## src/rtl/mem_arbiter.sv

```systemverilog
// -----------------------------------------------------------------------------
// mem_arbiter
//
// Single-port arbiter for the shared synchronous instruction/data/video SRAM.
// Three requesters (VGA scanout, CPU load/store, instruction fetch) share the
// one memory port. Arbitration is combinational in the request cycle; read data
// comes back to the winning requester one cycle after its grant.
//
// Priority: VGA > starved fetch > data > fetch. A saturating counter tracks
// how many consecutive cycles fetch has been denied; once it reaches
// STARVE_LIMIT, fetch is promoted above data (never above VGA).
//
// Ports:
//   clk, rst_async           clock, asynchronous active-high reset
//   vga_req/addr             VGA read request          -> vga_gnt/rvalid/rdata
//   data_req/we/addr/wdata/be load/store request       -> data_gnt/rvalid/rdata
//   fetch_req/addr           instruction read request  -> fetch_gnt/rvalid/rdata
//   mem_en/we/be/addr/wdata  memory command port (driven by the winner)
//   mem_rdata                memory read data, valid the cycle after the address
// -----------------------------------------------------------------------------
module mem_arbiter #(
    parameter int ADDR_W       = 13,
    parameter int DATA_W       = 16,
    parameter int STARVE_LIMIT = 4
) (
    input  logic              clk,
    input  logic              rst_async,

    input  logic              vga_req,
    input  logic [ADDR_W-1:0] vga_addr,
    output logic              vga_gnt,
    output logic              vga_rvalid,
    output logic [DATA_W-1:0] vga_rdata,

    input  logic              data_req,
    input  logic              data_we,
    input  logic [ADDR_W-1:0] data_addr,
    input  logic [DATA_W-1:0] data_wdata,
    input  logic [1:0]        data_be,
    output logic              data_gnt,
    output logic              data_rvalid,
    output logic [DATA_W-1:0] data_rdata,

    input  logic              fetch_req,
    input  logic [ADDR_W-1:0] fetch_addr,
    output logic              fetch_gnt,
    output logic              fetch_rvalid,
    output logic [DATA_W-1:0] fetch_rdata,

    output logic              mem_en,
    output logic              mem_we,
    output logic [1:0]        mem_be,
    output logic [ADDR_W-1:0] mem_addr,
    output logic [DATA_W-1:0] mem_wdata,
    input  logic [DATA_W-1:0] mem_rdata
);

    localparam int CNT_W = $clog2(STARVE_LIMIT + 1);
    localparam logic [CNT_W-1:0] CNT_MAX = CNT_W'(STARVE_LIMIT);
    localparam logic [CNT_W-1:0] CNT_ONE = CNT_W'(1);
    localparam logic [CNT_W-1:0] CNT_ZERO = CNT_W'(0);

    // Owner of the read whose data returns in the current cycle.
    localparam logic [1:0] OWN_NONE  = 2'd0;
    localparam logic [1:0] OWN_VGA   = 2'd1;
    localparam logic [1:0] OWN_DATA  = 2'd2;
    localparam logic [1:0] OWN_FETCH = 2'd3;

    logic [CNT_W-1:0] starve_cnt_q;
    logic [CNT_W-1:0] starve_cnt_d;
    logic [1:0]       owner_q;
    logic [1:0]       owner_d;

    logic starved_s;
    logic vga_win_s;
    logic data_win_s;
    logic fetch_win_s;

    assign starved_s = (starve_cnt_q == CNT_MAX);

    // Priority selection; grants are forced low while reset is asserted so
    // every output reads 0 during reset even though requests may be high.
    always_comb begin
        vga_win_s   = 1'b0;
        data_win_s  = 1'b0;
        fetch_win_s = 1'b0;
        if (rst_async) begin
            vga_win_s = 1'b0;
        end else if (vga_req) begin
            vga_win_s = 1'b1;
        end else if (fetch_req && starved_s) begin
            fetch_win_s = 1'b1;
        end else if (data_req) begin
            data_win_s = 1'b1;
        end else if (fetch_req) begin
            fetch_win_s = 1'b1;
        end else begin
            vga_win_s = 1'b0;
        end
    end

    assign vga_gnt   = vga_win_s;
    assign data_gnt  = data_win_s;
    assign fetch_gnt = fetch_win_s;

    // Memory command mux: only a data write uses the caller's byte enables;
    // every read drives full-word enables; an idle port is all zero.
    always_comb begin
        mem_en    = 1'b0;
        mem_we    = 1'b0;
        mem_be    = 2'b00;
        mem_addr  = {ADDR_W{1'b0}};
        mem_wdata = {DATA_W{1'b0}};
        if (vga_win_s) begin
            mem_en   = 1'b1;
            mem_be   = 2'b11;
            mem_addr = vga_addr;
        end else if (data_win_s) begin
            mem_en    = 1'b1;
            mem_we    = data_we;
            mem_be    = data_we ? data_be : 2'b11;
            mem_addr  = data_addr;
            mem_wdata = data_wdata;
        end else if (fetch_win_s) begin
            mem_en   = 1'b1;
            mem_be   = 2'b11;
            mem_addr = fetch_addr;
        end else begin
            mem_en = 1'b0;
        end
    end

    // Next read owner: writes and idle cycles produce no return data.
    always_comb begin
        owner_d = OWN_NONE;
        if (vga_win_s) begin
            owner_d = OWN_VGA;
        end else if (data_win_s) begin
            owner_d = data_we ? OWN_NONE : OWN_DATA;
        end else if (fetch_win_s) begin
            owner_d = OWN_FETCH;
        end else begin
            owner_d = OWN_NONE;
        end
    end

    // Starvation counter: counts denied fetch cycles, saturating so that a
    // long VGA burst leaves fetch promoted but cannot overflow.
    always_comb begin
        starve_cnt_d = CNT_ZERO;
        if (fetch_req && !fetch_win_s) begin
            if (starve_cnt_q == CNT_MAX) begin
                starve_cnt_d = CNT_MAX;
            end else begin
                starve_cnt_d = starve_cnt_q + CNT_ONE;
            end
        end else begin
            starve_cnt_d = CNT_ZERO;
        end
    end

    // State registers; reset drops any read that was in flight.
    always_ff @(posedge clk or posedge rst_async) begin
        if (rst_async) begin
            starve_cnt_q <= CNT_ZERO;
            owner_q      <= OWN_NONE;
        end else begin
            starve_cnt_q <= starve_cnt_d;
            owner_q      <= owner_d;
        end
    end

    // Read return steering: only the owner sees valid/data, others read 0.
    always_comb begin
        vga_rvalid   = 1'b0;
        data_rvalid  = 1'b0;
        fetch_rvalid = 1'b0;
        case (owner_q)
            OWN_VGA:   vga_rvalid   = 1'b1;
            OWN_DATA:  data_rvalid  = 1'b1;
            OWN_FETCH: fetch_rvalid = 1'b1;
            default:   vga_rvalid   = 1'b0;
        endcase
    end

    assign vga_rdata   = vga_rvalid   ? mem_rdata : {DATA_W{1'b0}};
    assign data_rdata  = data_rvalid  ? mem_rdata : {DATA_W{1'b0}};
    assign fetch_rdata = fetch_rvalid ? mem_rdata : {DATA_W{1'b0}};

endmodule

```

## config.mk

```make
export PLATFORM = sky130hd
export DESIGN_NAME = mem_arbiter
export DESIGN_NICKNAME = d
export VERILOG_FILES = /design/src/rtl/mem_arbiter.sv
export SDC_FILE = /design/constraint.sdc
export NUM_CORES = 1
export LEC_CHECK = 0
export BUFFER_PORTS_ARGS = -buffer_cell sky130_fd_sc_hd__buf_2
export CORE_AREA = 2 2 65 67
export CTS_CLUSTER_SIZE = 24
export DETAILED_ROUTE_END_ITERATION = 6
export DIE_AREA = 0 0 67 69
export PLACE_DENSITY = 0.75
export SLEW_MARGIN = 40
export SYNTH_ARGS = -nofsm -noshare
export SYNTH_HDL_FRONTEND = slang
export SYNTH_SLANG_ARGS = --single-unit
```

## constraint.sdc

```tcl
create_clock -name clk -period 4.2 [get_ports clk]
set_clock_uncertainty 0.15 [all_clocks]
set_input_delay 0.63 -clock clk [delete_from_list [all_inputs] [get_ports clk]]
set_output_delay 0.63 -clock clk [all_outputs]
set_load 0.005 [all_outputs]
```

==> flow_metrics.env <==
export IMPL_outcome="completed"
export IMPL_tritoncts="done"
export IMPL_portBuffers=165
export IMPL_postRouteAntennaNets=0
export IMPL_viasPerCell=4.51
export IMPL_grt_overflow=0
export IMPL_diodes=0
export IMPL_syn_instance_count=138
export IMPL_timing_hold_worst_class="primary input to async pin"
export IMPL_met1Wirelength_um=1610
export IMPL_arrival_ps=1980
export IMPL_cp_end_kind="output pin"
export IMPL_max_cap_viol_count=0
export IMPL_clkLatencyLatePin_ps=220
export IMPL_synth_area_per_cell_um2=7.24
export IMPL_relSlewSlack=0.496
export IMPL_syn_num_nets=219
export IMPL_wl_um=4400
export IMPL_critPathKind="flip-flop to output pin"
export IMPL_cp_required_ps=3420
export IMPL_tightest_slew_ps=755
export IMPL_antenna_found_initial=0
export IMPL_tns_ps=0
export IMPL_groute_usage_overall=0.173
export IMPL_detail_route_wl_per_cell_um=12.7
export IMPL_power_density_mw_per_mm2=148
export IMPL_num_fill_cells=406
export IMPL_cts_htree_levels=1
export IMPL_fin_crit_sh=0.658
export IMPL_highest_layer="met4"
export IMPL_dp_hpwl_um=3630
export IMPL_clockBufferDepth=2
export IMPL_yosysWarnings=0
export IMPL_cts_setup_buffers=0
export IMPL_grt_pass1_wl_um=6420
export IMPL_fin_util=0.477
export IMPL_die_height_um=69
export IMPL_io_pins=166
export IMPL_cts_sinks=5
export IMPL_grt_pass1_vias=1428
export IMPL_core_area_mm2=0.00391
export IMPL_vias=1561
export IMPL_rows=23
export IMPL_drtIter0Drc=32
export IMPL_synthToLayoutAreaGrowth_pct=86.7
export IMPL_cts_buffers=3
export IMPL_clk_pin_slew_ps=40
export IMPL_fmax_ghz=0.362
export IMPL_synth_area_um2=1000
export IMPL_cts_resized_gates=0
export IMPL_die_area_mm2=0.00462
export IMPL_finalSetupViolCount=0
export IMPL_postCtsHoldBufs=0
export IMPL_initial_core_util=0.255
export IMPL_dr_pass1_iters=4
export IMPL_hold_viol=0
export IMPL_drc=0
export IMPL_wl_met3_um=472
export IMPL_ys_types=20
export IMPL_startpoint_type="flip-flop"
export IMPL_cts_root_buf="clkbuf_8"
export IMPL_nNetsFinal=378
export IMPL_layout_min_cycle_time_ps=2760
export IMPL_synth_seq_area_share=0.125
export IMPL_p_leak_nw=1.27
export IMPL_maxSlewViolCount=0
export IMPL_rsz0062_at_grt="no"
export IMPL_synth_ff_latch_count=5
export IMPL_finalWeightedCongestion=0.807
export IMPL_ir_drop_mv=0.0659
export IMPL_layout_drive_gt1_share=0.578
export IMPL_fp_dieW_um=67
export IMPL_wl_met2_um=2300
export IMPL_grt_max_degree=35
export IMPL_crit_fanout=15
==> cells in the final DEF, fill, tap and decap left out, drive strengths merged <==
cell type	synthesis	final
nand2	1	1
and3	18	18
buf	5	165
inv	6	6
nor2b	3	3
or2	1	1
a311oi	2	2
clkbuf	6	4
a211oi	1	1
nand3	1	1
nor3	2	2
a21oi	1	1
nor2	5	5
and2	63	63
a221o	13	13
o21ai	1	1
ha	2	2
a21bo	2	2
dfrtp	5	5
==> routing by layer <==
| metal | up-vias | track usage |
|---|---|---|
| li1 | 786 | - |
| met1 | 662 | 0.178 |
| met2 | 111 | 0.352 |
| met3 | 2 | 0.0163 |
| met4 | 0 | 0.0408 |
| met5 | - | 0 |
==> worst max-delay path: stages (launching register included) <==
cell and delay [ps]:
dfrtp_1 370, inv_1 50, ha_1 240, a21bo_1 210, and3_1 380, a221o_1 370, buf_2 130
==> registers in the layout, summed over array words and instances (netlist names) <==
signal / flops
owner_q: 2
starve_cnt_q: 3
==> kinds of logic (layout without fill, tap and decap cells) <==
| group | Yosys count | after routing | synth area share |
|---|---|---|---|
| AOI/OAI and AO/OA | 20 | 20 | 0.185 |
| adders and majority gates | 2 | 2 | 0.0250 |
| buffers and inverters | 17 | 175 | 0.0951 |
| DFF | 5 | 5 | 0.125 |
| and+or+nand+nor | 94 | 94 | 0.569 |
==> stage by stage <==
stage	total power [mW]	cells	cell area [um2]	worst slack (ps)	hold WS, ps
4_1_cts	0.280	346	1860	1430	219
5_1_grt	0.298	346	1870	1340	246
3_3_place_gp	0.187	342	1820	1260	304
6_report	0.277	346	1870	1440	226
2_1_floorplan	0.114	138	1000	1890	259
3_5_place_dp	0.189	342	1820	1480	312
==> synthesized netlist by cell type (all sizes together) <==
cell	number	area [um2]
nand2	1	3.75
a211oi	1	7.51
and2	63	394
buf	5	50.0
and3	18	113
nor2b	3	18.8
inv	6	22.5
nor3	2	10.0
a221o	13	130
nand3	1	5.00
a311oi	2	17.5
a21oi	1	5.00
nor2	5	18.8
or2	1	6.26
dfrtp	5	125
a21bo	2	20.0
o21ai	1	5.00
clkbuf	6	22.5
ha	2	25.0
==> where the power goes <==
| group | switching, mW | leakage (nW) | internal (mW) |
|---|---|---|---|
| logic | 0.0564 | 1.18 | 0.0726 |
| clock network | 0.0235 | 0.0228 | 0.0651 |
| registers | 0.00692 | 0.0657 | 0.0521 |
| total | 0.0868 | 1.27 | 0.190 |
==> path summary, 6_finish.rpt <==
check	from	end	slack [ps]	depth (start not counted)
setup / recovery	starve_cnt_q[0]	mem_addr[3]	1440	6
hold / removal	rst_async	starve_cnt_q[1]	230	2
setup reg to reg	starve_cnt_q[0]	owner_q[0]	2380	5
hold reg to reg	starve_cnt_q[0]	starve_cnt_q[0]	320	1
max in group asynchronous	rst_async	owner_q[1]	3490	2
min in group clk	starve_cnt_q[0]	starve_cnt_q[0]	320	1
==> layout make-up <==
cell class                      count  area (um2)  share of cell area
Clock buffer                        4        45.0              0.0241
Inverter                            6        22.5              0.0121
Tap cell                           50        62.6              0.0335
Sequential cell                     5         125              0.0670
Timing Repair Buffer              165         826               0.442
Multi-Input combinational cell    116         786               0.421
(Power assumes the default switching activity.)
